--- config.mk ---
export PLATFORM = sky130hd
export DESIGN_NAME = fetch_stage
export DESIGN_NICKNAME = d
export VERILOG_FILES = /design/src/rtl/fetch_pkg.sv /design/src/rtl/fetch_buffer.sv /design/src/rtl/fetch_stage.sv
export SDC_FILE = /design/constraint.sdc
export NUM_CORES = 1
export LEC_CHECK = 0
export ABC_AREA = 1
export CAP_MARGIN = 20
export CORE_MARGIN = 2
export CORE_UTILIZATION = 40
export DETAILED_ROUTE_END_ITERATION = 8
export GPL_TIMING_DRIVEN = 0
export PLACE_DENSITY_LB_ADDON = 0.1
export SYNTH_ARGS = -nofsm -noshare
export SYNTH_HDL_FRONTEND = slang
export SYNTH_SLANG_ARGS = --single-unit
--- constraint.sdc ---
create_clock -name clk -period 3.27 [get_ports clk]
set_input_delay 0.4905 -clock clk [delete_from_list [all_inputs] [get_ports clk]]
set_output_delay 0.4905 -clock clk [all_outputs]
set_load 0.1 [all_outputs]
--- src/rtl/fetch_pkg.sv ---
// Shared constants and types for the instruction-fetch stage.
package fetch_pkg;

  localparam int unsigned FETCH_XLEN            = 32;
  localparam int unsigned FETCH_MAX_OUTSTANDING = 3;

  // addi x0, x0, 0
  localparam logic [31:0] NOP_INSTR = 32'h0000_0013;

  typedef struct packed {
    logic [FETCH_XLEN-1:0] pc;
    logic [FETCH_XLEN-1:0] instr;
    logic                  filled;
  } fetch_entry_t;

endpackage

--- src/rtl/fetch_buffer.sv ---
// Circular buffer pairing fetch PCs with in-order memory responses; the head entry is
// presented to decode. Depth need not be a power of two.
module fetch_buffer #(
  parameter int unsigned ADDR_WIDTH = 32,
  parameter int unsigned DATA_WIDTH = 32,
  parameter int unsigned DEPTH      = 3,
  parameter int unsigned CNT_W      = $clog2(DEPTH + 1)
) (
  input  logic                  clk,
  input  logic                  rst,
  input  logic                  clear_i,
  input  logic                  alloc_i,
  input  logic [ADDR_WIDTH-1:0] alloc_pc_i,
  input  logic                  fill_i,
  input  logic [DATA_WIDTH-1:0] fill_data_i,
  input  logic                  pop_i,
  output logic                  head_valid_o,
  output logic [ADDR_WIDTH-1:0] head_pc_o,
  output logic [DATA_WIDTH-1:0] head_instr_o,
  output logic [CNT_W-1:0]      alloc_cnt_o,
  output logic [CNT_W-1:0]      unfilled_cnt_o
);

  localparam int unsigned PtrW = $clog2(DEPTH);

  logic [PtrW-1:0]       head_q, tail_q, fill_ptr_q;
  logic [CNT_W-1:0]      alloc_cnt_q, unfilled_cnt_q;
  logic [DEPTH-1:0]      filled_q;
  logic [ADDR_WIDTH-1:0] pc_q    [DEPTH];
  logic [DATA_WIDTH-1:0] instr_q [DEPTH];

  function automatic logic [PtrW-1:0] ptr_inc(input logic [PtrW-1:0] p);
    return (p == PtrW'(DEPTH - 1)) ? '0 : p + 1'b1;
  endfunction

  // alloc, fill and pop always touch distinct entries, so the filled bits never collide.
  always_ff @(posedge clk or posedge rst) begin
    if (rst) begin
      head_q         <= '0;
      tail_q         <= '0;
      fill_ptr_q     <= '0;
      alloc_cnt_q    <= '0;
      unfilled_cnt_q <= '0;
      filled_q       <= '0;
    end else if (clear_i) begin
      head_q         <= '0;
      tail_q         <= '0;
      fill_ptr_q     <= '0;
      alloc_cnt_q    <= '0;
      unfilled_cnt_q <= '0;
      filled_q       <= '0;
    end else begin
      if (alloc_i) begin
        filled_q[tail_q] <= 1'b0;
        tail_q           <= ptr_inc(tail_q);
      end
      if (fill_i) begin
        filled_q[fill_ptr_q] <= 1'b1;
        fill_ptr_q           <= ptr_inc(fill_ptr_q);
      end
      if (pop_i) begin
        filled_q[head_q] <= 1'b0;
        head_q           <= ptr_inc(head_q);
      end
      alloc_cnt_q    <= alloc_cnt_q + CNT_W'(alloc_i) - CNT_W'(pop_i);
      unfilled_cnt_q <= unfilled_cnt_q + CNT_W'(alloc_i) - CNT_W'(fill_i);
    end
  end

  always_ff @(posedge clk) begin
    if (alloc_i && !clear_i) pc_q[tail_q] <= alloc_pc_i;
    if (fill_i && !clear_i)  instr_q[fill_ptr_q] <= fill_data_i;
  end

  assign head_valid_o   = filled_q[head_q];
  assign head_pc_o      = pc_q[head_q];
  assign head_instr_o   = instr_q[head_q];
  assign alloc_cnt_o    = alloc_cnt_q;
  assign unfilled_cnt_o = unfilled_cnt_q;

endmodule

--- src/rtl/fetch_stage.sv ---
// Instruction-fetch stage: issues imem requests at the PC, pairs responses with PCs and feeds
// decode; drops stale responses after a redirect. FETCH_PERF_EN adds perf counters.
module fetch_stage
  import fetch_pkg::*;
#(
  parameter int unsigned ADDR_WIDTH      = 32,
  parameter int unsigned DATA_WIDTH      = 32,
  parameter int unsigned MAX_OUTSTANDING = FETCH_MAX_OUTSTANDING
) (
  input  logic                  clk,
  input  logic                  rst,
  input  logic [ADDR_WIDTH-1:0] pc_in,
  output logic                  pc_en,
  input  logic                  flush,
  output logic                  imem_req_valid,
  input  logic                  imem_req_ready,
  output logic [ADDR_WIDTH-1:0] imem_req_addr,
  input  logic                  imem_rsp_valid,
  input  logic [DATA_WIDTH-1:0] imem_rsp_data,
  output logic                  id_valid,
  input  logic                  id_ready,
  output logic [ADDR_WIDTH-1:0] id_pc,
  output logic [DATA_WIDTH-1:0] id_instr
`ifdef FETCH_PERF_EN
  ,
  output logic [31:0]           perf_fetched,
  output logic [31:0]           perf_dropped
`endif
);

  localparam int unsigned CntW  = $clog2(MAX_OUTSTANDING + 1);
  // Repeated redirects can leave more stale responses in flight than the buffer depth.
  localparam int unsigned DropW = CntW + 4;

  logic [CntW-1:0]       alloc_cnt, unfilled_cnt;
  logic                  head_valid;
  logic [ADDR_WIDTH-1:0] head_pc;
  logic [DATA_WIDTH-1:0] head_instr;
  logic                  accept, fill, pop, rsp_expected;
  logic [DropW-1:0]      drop_q, drop_d;

  // Credit check ignores a same-cycle pop so id_ready never reaches imem_req_valid.
  assign imem_req_valid = !rst && !flush && (alloc_cnt < CntW'(MAX_OUTSTANDING));
  assign imem_req_addr  = {pc_in[ADDR_WIDTH-1:2], 2'b00};
  assign accept         = imem_req_valid && imem_req_ready;
  assign pc_en          = !rst && (accept || flush);

  assign id_valid = head_valid;
  assign id_pc    = head_valid ? head_pc : '0;
  assign id_instr = head_valid ? head_instr : DATA_WIDTH'(NOP_INSTR);
  assign pop      = id_valid && id_ready && !flush;

  assign rsp_expected = imem_rsp_valid && ((drop_q != '0) || (unfilled_cnt != '0));
  assign fill         = imem_rsp_valid && (drop_q == '0) && (unfilled_cnt != '0) && !flush;

  always_comb begin
    drop_d = drop_q;
    if (flush) begin
      drop_d = drop_q + DropW'(unfilled_cnt) - DropW'(rsp_expected);
    end else if (imem_rsp_valid && (drop_q != '0)) begin
      drop_d = drop_q - 1'b1;
    end
  end

  always_ff @(posedge clk or posedge rst) begin
    if (rst) drop_q <= '0;
    else     drop_q <= drop_d;
  end

  fetch_buffer #(
    .ADDR_WIDTH (ADDR_WIDTH),
    .DATA_WIDTH (DATA_WIDTH),
    .DEPTH      (MAX_OUTSTANDING),
    .CNT_W      (CntW)
  ) u_buffer (
    .clk            (clk),
    .rst            (rst),
    .clear_i        (flush),
    .alloc_i        (accept),
    .alloc_pc_i     (pc_in),
    .fill_i         (fill),
    .fill_data_i    (imem_rsp_data),
    .pop_i          (pop),
    .head_valid_o   (head_valid),
    .head_pc_o      (head_pc),
    .head_instr_o   (head_instr),
    .alloc_cnt_o    (alloc_cnt),
    .unfilled_cnt_o (unfilled_cnt)
  );

`ifdef FETCH_PERF_EN
  logic [31:0]     perf_fetched_q, perf_dropped_q;
  logic [CntW-1:0] filled_cnt;

  assign filled_cnt = alloc_cnt - unfilled_cnt;

  // On a redirect every filled entry plus any response landing that cycle is lost.
  always_ff @(posedge clk or posedge rst) begin
    if (rst) begin
      perf_fetched_q <= '0;
      perf_dropped_q <= '0;
    end else begin
      if (pop) perf_fetched_q <= perf_fetched_q + 32'd1;
      if (flush) begin
        perf_dropped_q <= perf_dropped_q + 32'(filled_cnt) + 32'(rsp_expected);
      end else if (imem_rsp_valid && (drop_q != '0)) begin
        perf_dropped_q <= perf_dropped_q + 32'd1;
      end
    end
  end

  assign perf_fetched = perf_fetched_q;
  assign perf_dropped = perf_dropped_q;
`endif

endmodule

==> summary.txt, run 1 <==
Outcome: completed
PortBufs: 166
Main combinational cell family by area after synthesis: simple AND/OR/NAND/NOR gates
R2r startpoint: drop_q[3]
Worst Tran Pin Value: 1.03 ns
DPL Wire Length: 13900 um
Total congestion overflow: 0
Vias in the first global route: 6225
Area Growth Syn to Fin: 29.5%
Total routed wirelength: 20900 um
WP buf/inv: 5
Clock transition at the registers of the reported paths: 0.06 ns
Peak supply drop: 0.324 mV
Critical Path Start: flush
EDFF count, synth: 192
Final worst-path cycle share: 95.7%
Adder-cell share of the synthesized area: 2.39%
R2r endpoint: drop_q[4]
Worst min path class: in -> async
Post-synthesis simple-gate area fraction: 16.2%
Multiplexer share of the synthesized area: 0%
Top-level I/O count: 169
R2r setup slk: 0.24 ns
CTS tree: done
DRT iter0 DRCs: 330
Die area: 0.0242 mm^2
Crit Path Class: in -> out
Sequential area share after synthesis: 67.8%
Diode count: 0
Hold-fix buffers, CTS: 0
Initial antenna violation count: 1
Mapped Area: 0.00920 mm^2
Drt first pass iters: 5
Clock Latency Late Sink: 0.51 ns
Synth Area in XOR/XNOR: 0.476%
Max H-tree Level: 1
Vias per cell: 4.60
Routability cong.: 0.783
Tot Pwr: 6.69 mW
Synth warn: 0
Maxcap violations: 0
CP max stage cell: dlygate4sd2_1
Slew Limit Fails: 0
Final critical-path required period: 3.13 ns
FILL cells: 2036
Global-route wire length before repair: 33200 um
Avg Inst Size Synth: 10.7 um^2
Row cnt: 55
DRC Markers: 0
Final hold vios: 0
Arrival @ worst endpoint: 2.64 ns
Die X: 156 um
Clk root buf: clkbuf_16
Share of cells above drive strength 1: 15.7%
Relative slew slack: 30.9%
WL/cell: 15.4 um
TritonCTS buffer count: 23
Layout Nets: 1144
Power per cell area: 561 mW/mm^2
Worst path cell trace: clkdlybuf4s50_1, inv_2, clkbuf_1, nand3_1, inv_1, dlygate4sd2_1
Async set-or-reset flop fraction in the synthesized netlist: 9.00%
Setup Skew: 0.0149 ns
Worst Path Required: 2.78 ns
Compound-Gate Fraction of Synth Area: 3.75%
Cell count after synthesis: 860
Worst Reg-to-Reg Cells: 16
Primary FF master, synth: edfxtp_1
Flops & latches, synth: 211
Startpoint Class: input pin
Post-route design area: 0.0119 mm^2
Crit end category: primary output
Clk buf depth: 3
Remaining antenna violation count: 0
Post-DP Area: 0.0113 mm^2
Largest net degree at the start of global routing: 33
Clk sinks: 211
Max Fclk: 320 MHz
Starting Density: 40.7%
Worst path max stage delay: 0.84 ns
Total track usage: 17.6%
Final Setup Violations: 0
Die height: 156 um
Cell family with most CP delay: buffers and inverters
Synth unique cells: 26
Leakage power: 5.28 nW
Via count: 6255
Core area: 0.0226 mm^2
Worst-path fanout max: 10
placed cells by master (no fill, tap or decap), drive strengths merged:
master           n
conb             2
o22ai            4
xnor2            2
bufinv           4
buf             77
dlygate4sd2      1
o21ai           35
nor2            23
o21a             1
ha              16
clkdlybuf4s15    1
clkbuf          82
or2              1
a21oi           26
clkdlybuf4s50   99
o211ai           1
nand3           61
inv            127
clkinvlp         5
xor2             3
edfxtp         192
fa               1
nand2          279
clkinv           7
dfrtp           19
nand4            5
cell families after synthesis:
kind of cell | after synthesis
adders and majority gates | 17
other | 1
and+or+nand+nor | 369
DFF | 211
xor gates and xnor gates | 5
buffers and inverters | 190
AOI/OAI and AO/OA | 67
layout make-up:
cell class              instances  area, um^2  area share, %
well taps                     285         357           2.99
plain buffers                  63         388           3.25
multi-input cells             460        2150           18.0
repair buffers                171        1520           12.7
flip-flops and latches        211        6240           52.4
inverters                     127         480           4.03
clock inverters                16         194           1.63
clock buffers                  26         597           5.01
flip-flops by register name, indices dropped and copies added, names as in the netlist:
name / cells
u_buffer.pc_q: 96
u_buffer.unfilled_cnt_o: 2
u_buffer.filled_q: 3
u_buffer.instr_q: 96
u_buffer.tail_q: 2
u_buffer.head_q: 2
u_buffer.alloc_cnt_o: 2
u_buffer.fill_ptr_q: 2
drop_q: 6
synth_stat cells, types with 2 or more instances:
library cell / count / area [um^2]
a21oi_1: 26 / 130
buf_1: 4 / 15.0
buf_2: 5 / 25.0
buf_4: 37 / 278
clkbuf_1: 17 / 63.8
dfrtp_1: 19 / 475
edfxtp_1: 192 / 5770
ha_1: 16 / 200
inv_1: 125 / 469
inv_2: 2 / 7.51
nand2_1: 279 / 1050
nand3_1: 60 / 300
nand4_1: 5 / 31.3
nor2_1: 21 / 78.8
o21ai_0: 35 / 175
o22ai_1: 4 / 25.0
xnor2_1: 2 / 17.5
xor2_1: 3 / 26.3
what timing repair did:
action | 4_1_cts | 5_1_grt
setup buffers | 0 | 1
resized for setup | 276 | 98
pin swaps | 0 | 1
cloned | 0 | 0
setup endpoints to repair | 67 | 65
how the worst max path moves through the flow:
stage,endpoint,slack (ns),cells after the start
after floorplan,u_buffer.pc_q[1][0],0.12,3
after global placement,u_buffer.pc_q[1][28],-1.94,4
after detailed placement,pc_en,-0.82,5
after CTS,id_instr[15],-0.02,7
after global routing,imem_req_valid,-0.0005,6
final,imem_req_valid,0.14,6
stage by stage:
step	setup slack (ns)	utilization, %	instances	TNS (ns)	hold WS, ns
6_report	0.141	52.6	1359	0	0.396
5_1_grt	-0.000474	52.6	1359	-0.000474	0.446
4_1_cts	-0.0208	53.0	1358	-0.0360	0.406
3_5_place_dp	-0.819	50.1	1316	-19.96	0.565
3_3_place_gp	-1.94	49.6	1312	-221.78	0.550
2_1_floorplan	0.116	-	861	0	0.459
layer usage:
layer	vias to the layer above	global-route usage (%)	part of all wire, %
li1	3173	-	-
met1	2907	23.3	45
met2	156	30.4	48
met3	19	3.61	5.8
met4	0	3.67	1.1
met5	-	0	0
where the power goes:
part	switching (mW)	total, mW	internal (mW)
Combinational	0.628	0.989	0.362
Clock	1.02	2.65	1.63
Sequential	0.0406	3.05	3.01
(Power assumes the default switching activity.)
==> run 2, diff against run 1 <==
CORE_MARGIN = unset   (was 2)
==> run 2 against run 1 <==
  * Clock skew fell by 0.0046 ns
  * Final cell count fell by 0.59%
  * Worst setup slack improved by 0.010 ns
  * Register-to-register slack improved by 0.03 ns
  * Power fell by 6.3%
  * Utilization fell by 0.13 points
  * Critical path depth rose by 2
  * Clock power fell by 15%
  * Via count fell by 0.38%
  * Global-route usage rose by 0.078 points
  * Combinational power fell by 0.6%
  * First-iteration DRC count fell by 29%
  * Largest cell class unchanged
  * Largest power group unchanged
  * Highest routed layer unchanged
==> summary.txt, run 2 (synthesis gave the netlist of run 1 again) <==
Outcome: completed
Final worst-path cycle share: 95.4% (-0.31 points)
Biggest regs: u_buffer.instr_q x96, u_buffer.pc_q x96, drop_q x6
Die X: 154 um (-1.3%)
Drt first pass iters: 4 (-1)
Tot Pwr: 6.27 mW (-6.3%)
Setup Skew: 0.0104 ns (-0.00456 ns)
Row cnt: 55 (unchanged)
Area Growth Syn to Fin: 28.8%
Maxcap violations: 0 (unchanged)
Arrival @ worst endpoint: 2.63 ns (about the same)
Final hold vios: 0 (unchanged)
Slew Limit Fails: 0 (unchanged)
Vias in the first global route: 6275 (+0.80%)
Worst min path class: in -> async
Fin worst setup slack: 0.151 ns (+0.00999 ns)
Power per cell area: 529 mW/mm^2 (-5.8%)
Peak supply drop: 0.342 mV (+5.7%)
PortBufs: 166 (unchanged)
Total congestion overflow: 0 (unchanged)
Relative slew slack: 34.9% (+4.0 points)
Final Setup Violations: 0 (unchanged)
Final Util: 52.5% (-0.13 points)
Worst Tran Pin Value: 0.974 ns (-0.0595 ns)
Post-DP Area: 0.0113 mm^2 (about the same)
Clock transition at the registers of the reported paths: 0.06 ns (about the same)
Worst-path fanout max: 10 (unchanged)
Global-route wire length before repair: 32500 um (-2.3%)
Setup bufs post-CTS: 0 (unchanged)
Crit Path Class: reg -> out
Initial antenna violation count: 0 (-1)
Largest net degree at the start of global routing: 33 (unchanged)
Layout Nets: 1142 (-0.17%)
Clock Latency Late Sink: 0.49 ns (-0.02 ns)
DRT iter0 DRCs: 235 (-29%)
WL/cell: 15.1 um (-1.8%)
CTS tree: done
Top-level I/O count: 169 (unchanged)
RSZ-0062 raised after global routing: false
Leakage power: 5.23 nW (-1.1%)
FILL cells: 2093 (+2.8%)
Max Fclk: 321 MHz (+0.32%)
Remaining antenna violation count: 0 (unchanged)
Via count: 6231 (-0.38%)
Max H-tree Level: 1 (unchanged)
Die area: 0.0236 mm^2 (-2.6%)
Total routed wirelength: 20400 um (-2.3%)
Commonest non-fill, non-tap cells in the layout: 279 x nand2_1, 192 x edfxtp_1, 122 x inv_1, 99 x clkdlybuf4s50_1, 60 x nand3_1
Clk buf depth: 3 (unchanged)
Post-route design area: 0.0119 mm^2 (-0.55%)
DPL Wire Length: 13700 um (-1.5%)
Setup WS pre-CTS: -0.752 ns (+0.0674 ns)
Starting Density: 40.8% (+0.12 points)
Final critical-path required period: 3.12 ns (-0.00999 ns)
DRC Markers: 0 (unchanged)
Crit end category: primary output
Startpoint Class: register
TritonCTS buffer count: 22 (-4.3%)
Clk root buf: clkbuf_16
Core area: 0.0226 mm^2 (-0.30%)
Total track usage: 17.7% (+0.078 points)
Diode count: 0 (unchanged)
Die height: 154 um (-1.3%)
Clk sinks: 211 (unchanged)
Routability cong.: 0.840 (+7.3%)
Commonest non-fill, non-tap cell in the layout: nand2_1
Share of cells above drive strength 1: 15.1% (-0.63 points)
Worst Path Required: 2.78 ns (about the same)
Vias per cell: 4.61 (+0.21%)
Final setup TNS: 0 ns (unchanged)
==> run 2: changes by cell type in the layout (fill, tap and decap cells not counted), sizes merged <==
cell and change:
clkbuf -33, clkdlybuf4s15 +25, buf +9, bufinv -4, clkdlybuf4s18 +4, clkinvlp -4, clkinv -3, dlygate4sd2 -1
inv -1
==> run 2: timing repair <==
action | in CTS | in global routing
resized for setup | 207 | 87
hold buffers | 0 | 0
setup endpoints to repair | 67 | 48
==> run 2: path summary, 6_finish.rpt <==
path / startpoint / to / slack [ns] / depth (start not counted)
max: u_buffer.head_q[0] / id_instr[25] / 0.15 / 8
min: rst / drop_q[2] / 0.41 / 2
max reg2reg: drop_q[3] / drop_q[4] / 0.27 / 16
min reg2reg: drop_q[3] / drop_q[3] / 0.55 / 2
max in group asynchronous: rst / u_buffer.head_q[1] / 2.58 / 2
min in group clk: drop_q[3] / drop_q[3] / 0.55 / 2
==> run 2: cell type report <==
class | count | area [um^2] | share of cell area, %
timing repair buffer | 170 | 1600 | 13.5
clock inverter | 4 | 16.3 | 0.137
inverter | 127 | 480 | 4.05
sequential | 211 | 6240 | 52.6
multi-input combinational | 460 | 2150 | 18.1
clock buffer | 31 | 626 | 5.28
tap | 285 | 357 | 3.01
buffer | 63 | 393 | 3.31
==> run 2: metal layers <==
layer	track usage, %	wire (um)	vias to the layer above
met3	3.69	1210	30
met1	22.7	9110	2884
li1	-	-	3163
met4	4.81	379	0
met2	30.5	9700	154
met5	0	0	-
==> run 2: metrics by stage <==
step,hold WS (ns),std cells
6_report,0.406,1351
5_1_grt,0.453,1351
4_1_cts,0.394,1351
3_5_place_dp,0.533,1316
3_3_place_gp,0.533,1312
2_1_floorplan,0.459,861
==> run 2: worst max-delay path, stage by stage, from the launching register on <==
cell and delay, ns:
dfrtp_1 0.45, inv_2 0.09, nor2_4 0.28, nand2_1 0.09, nand3_1 0.15, buf_2 0.28, o21ai_0 0.17, inv_1 0.08
clkdlybuf4s18_2 0.53
==> run 2: power breakdown <==
part / leakage, nW / internal, mW / switching (mW)
clock: 0.314 / 1.32 / 0.924
combinational: 2.93 / 0.362 / 0.621
sequential: 1.98 / 3.01 / 0.0365
==> run 3, diff against run 2 <==
ABC_AREA = unset   (was 1)
==> run 3 against run 2 <==
  * The flow now finishes with violations (design-rule violations)
  * Hold slack lost 0.0096 ns
  * Register-to-register slack gained 0.13 ns
  * Global-route usage shrank 0.40 points
  * Via count shrank 7.3%
  * Combinational power shrank 0.6%
  * Power grew 3.9%
  * Sequential cell count is the same
  * Synthesized area shrank 1.5%
  * Critical path type unchanged
  * Critical endpoint is now id_pc[29]
==> summary.txt, run 3 <==
Global-route wire length before repair: 31800 um (-2.1%)
Drt first pass iters: 8 (+4)
Fin worst setup slack: 0.0868 ns (-0.0643 ns)
Synth cell count leaders: 192 x edfxtp_1, 133 x nor2_1, 71 x a21oi_1, 67 x mux2i_1, 36 x buf_4
Worst path max stage delay: 0.60 ns (+0.07 ns)
Final hold vios: 0 (unchanged)
Primary FF master, synth: edfxtp_1
Via count: 5775 (-7.3%)
Leakage power: 4.25 nW (-19%)
Core area: 0.0220 mm^2 (-2.4%)
Maxcap violations: 0 (unchanged)
Cell count after synthesis: 670 (-22%)
Share of cells above drive strength 1: 20.0% (+4.9 points)
Worst Reg-to-Reg Cells: 14 (-2)
R2r startpoint: drop_q[2]
Clk buf depth: 3 (unchanged)
Synth warn: 0 (unchanged)
Final worst-path cycle share: 97.3% (+2.0 points)
Async set-or-reset flop fraction in the synthesized netlist: 9.00% (unchanged)
Highest routed layer: met4
Final Setup Violations: 0 (unchanged)
Layout Nets: 957 (-16%)
Setup Skew: 0.0223 ns (+0.0119 ns)
Failing checks: design-rule violations
Total congestion overflow: 0 (unchanged)
Mapped Area: 0.00907 mm^2 (-1.5%)
Worst min path class: in -> reg
CP max stage cell: clkdlybuf4s15_2
Final setup TNS: 0 ns (unchanged)
Crit end category: primary output
Wire length on met2: 10000 um (+3.4%)
Area share of the largest cell type after synthesis: 63.6% (+0.92 points)
Flops & latches, synth: 211 (unchanged)
WP buf/inv: 4 (unchanged)
Peak supply drop: 0.284 mV (-17%)
Slew Limit Fails: 0 (unchanged)
RSZ-0062 raised after global routing: false
Avg Inst Size Synth: 13.5 um^2 (+26%)
Clk sinks: 211 (unchanged)
DRC Markers: 6 (+6)
Most area-hungry cell type in the Yosys netlist: edfxtp_1
Arrival @ worst endpoint: 2.69 ns (+0.06 ns)
Cts repair resizes: 189 (-8.7%)
Routability cong.: 0.843 (+0.35%)
Hold Startpoint: imem_rsp_valid
Relative slew slack: 32.5% (-2.3 points)
Setup WS pre-CTS: -0.202 ns (+0.550 ns)
Met3 WL: 979 um (-19%)
Largest net degree at the start of global routing: 33 (unchanged)
Setup bufs post-CTS: 0 (unchanged)
R2r setup slk: 0.40 ns (+0.13 ns)
Worst path cell trace: buf_2, buf_2, clkbuf_1, a21oi_1, nor2_1, clkdlybuf4s15_2
Remaining antenna violation count: 0 (unchanged)
Initial antenna violation count: 1 (+1)
CTS tree: done
Sequential area share after synthesis: 68.8% (+1.0 points)
Worst Path Required: 2.78 ns (about the same)
Most common cell in the synthesized netlist: edfxtp_1
TritonCTS buffer count: 24 (+9.1%)
EDFF count, synth: 192 (unchanged)
Synth unique cells: 49 (+88%)
Cell family with most CP delay: buffers and inverters
Outcome: finished with violations
DPL Wire Length: 13600 um (-0.57%)
Clock Latency Late Sink: 0.52 ns (+0.03 ns)
Clk root buf: clkbuf_16
Top-level I/O count: 169 (unchanged)
Starting Density: 41.2% (+0.40 points)
R2r endpoint: drop_q[4]
Min-Delay Endpoint: drop_q[1]
Area Growth Syn to Fin: 33.1%
Vias in the first global route: 6081 (-3.1%)
Startpoint Class: register
DRT iter0 DRCs: 300 (+28%)
Clock transition at the registers of the reported paths: 0.06 ns (about the same)
Max H-tree Level: 1 (unchanged)
Worst-path fanout max: 10 (unchanged)
Die area: 0.0233 mm^2 (-1.4%)
Worst Tran Pin Value: 1.02 ns (+0.0420 ns)
Metal-1 WL: 8660 um (-4.9%)
Ranking of synthesized cells by area: edfxtp_1 64%, mux2i_1 7.4%, nor2_1 5.5%, dfrtp_1 5.2%, a21oi_1 3.9%
Total track usage: 17.3% (-0.40 points)
Crit-path most repeated cell: buf_2
Commonest non-fill, non-tap cells in the layout: 192 x edfxtp_1, 131 x nor2_1, 99 x clkdlybuf4s50_1, 71 x a21oi_1, 67 x mux2i_1
Total routed wirelength: 20000 um (-2.0%)
Worst Hold Depth: 3
Commonest non-fill, non-tap cell in the layout: edfxtp_1
PortBufs: 165 (-0.60%)
Power per cell area: 540 mW/mm^2 (+2.1%)
Die X: 153 um (-0.72%)
Max Fclk: 314 MHz (-2.0%)
Hold-fix buffers, CTS: 0 (unchanged)
Final Util: 54.8% (+2.3 points)
Final critical-path required period: 3.18 ns (+0.0643 ns)
Vias per cell: 4.94 (+7.0%)
Die height: 153 um (-0.72%)
WL/cell: 17.1 um (+13%)
Crit Path Class: reg -> out
Row cnt: 54 (-1.8%)
Biggest regs: u_buffer.instr_q x96, u_buffer.pc_q x96, drop_q x6
==> run 3: cell types whose count changed in the layout (fill, tap and decap cells not counted), moves of 5 or more <==
cell and change:
nand2_1 -261, nand3_1 -55, nor2_1 +114, clkdlybuf4s15_2 +35, clkinv_2 +5, xnor2_1 +5
nor2_4 -5, inv_1 -100, o21ai_0 -32, a21oi_1 +46, mux2i_1 +67, buf_2 -27
==> run 3: how the worst max path moves through the flow <==
stage                             from                       to  slack, ns  cells past startpoint
floorplan                        flush      u_buffer.pc_q[2][0]       0.29                      3
global placement                 flush  u_buffer.instr_q[1][13]      -1.19                      4
detailed placement               flush                    pc_en      -0.20                      6
CTS                 u_buffer.head_q[1]              id_instr[4]      0.004                      7
global route        u_buffer.head_q[1]             id_instr[16]       0.01                      7
finish              u_buffer.head_q[1]                id_pc[29]       0.09                      6
==> run 3: layer usage <==
metal | track usage [%] | vias up
met5 | 0 | -
met4 | 4.52 | 0
met3 | 2.96 | 25
met2 | 30.4 | 147
met1 | 22.1 | 2825
li1 | - | 2778
==> run 3: cells by family (layout without fill, tap and decap cells) <==
kind of cell	Yosys count	count (layout)	share of synthesized area [%]
other	1	4	0.0413
XOR/XNOR	9	9	0.869
flip-flops	211	211	68.8
adder cells (fa/ha/maj)	17	17	2.43
AND/OR/NAND/NOR	180	180	8.61
AO/OA/AOI/OAI	90	90	5.75
buffers and inverters	92	309	5.72
multiplexers	70	70	7.77
==> run 3: report_power, final <==
part / switching (mW) / internal (mW) / total (mW)
sequential: 0.0355 / 3.01 / 3.05
combinational: 0.584 / 0.394 / 0.977
clock: 1.05 / 1.45 / 2.49
==> run 3: metrics by stage <==
step / cell area, um^2 / hold slack (ns) / cells / power (mW)
floorplan: 9100 / 0.442 / 671 / 3.80
global placement: 11100 / 0.511 / 1116 / 4.04
detailed placement: 11300 / 0.519 / 1124 / 4.08
CTS: 12100 / 0.381 / 1168 / 6.56
global route: 12100 / 0.404 / 1169 / 6.75
finish: 12100 / 0.396 / 1170 / 6.51
==> run 3: area by class of cell <==
class                           instances  area (um^2)
Antenna cell                            2         5.00
Buffer                                 66          423
Clock buffer                           29          619
Clock inverter                         15          131
Fill cell                            1849         9960
Inverter                               26         97.6
Multi-Input combinational cell        368         2350
Sequential cell                       211         6240
Tap cell                              280          350
Timing Repair Buffer                  173         1850
==> run 3: tightest hold or removal path, cell delays in order <==
cell     delay, ns
buf_4         0.14
a311o_2       0.16
o21ai_0       0.06
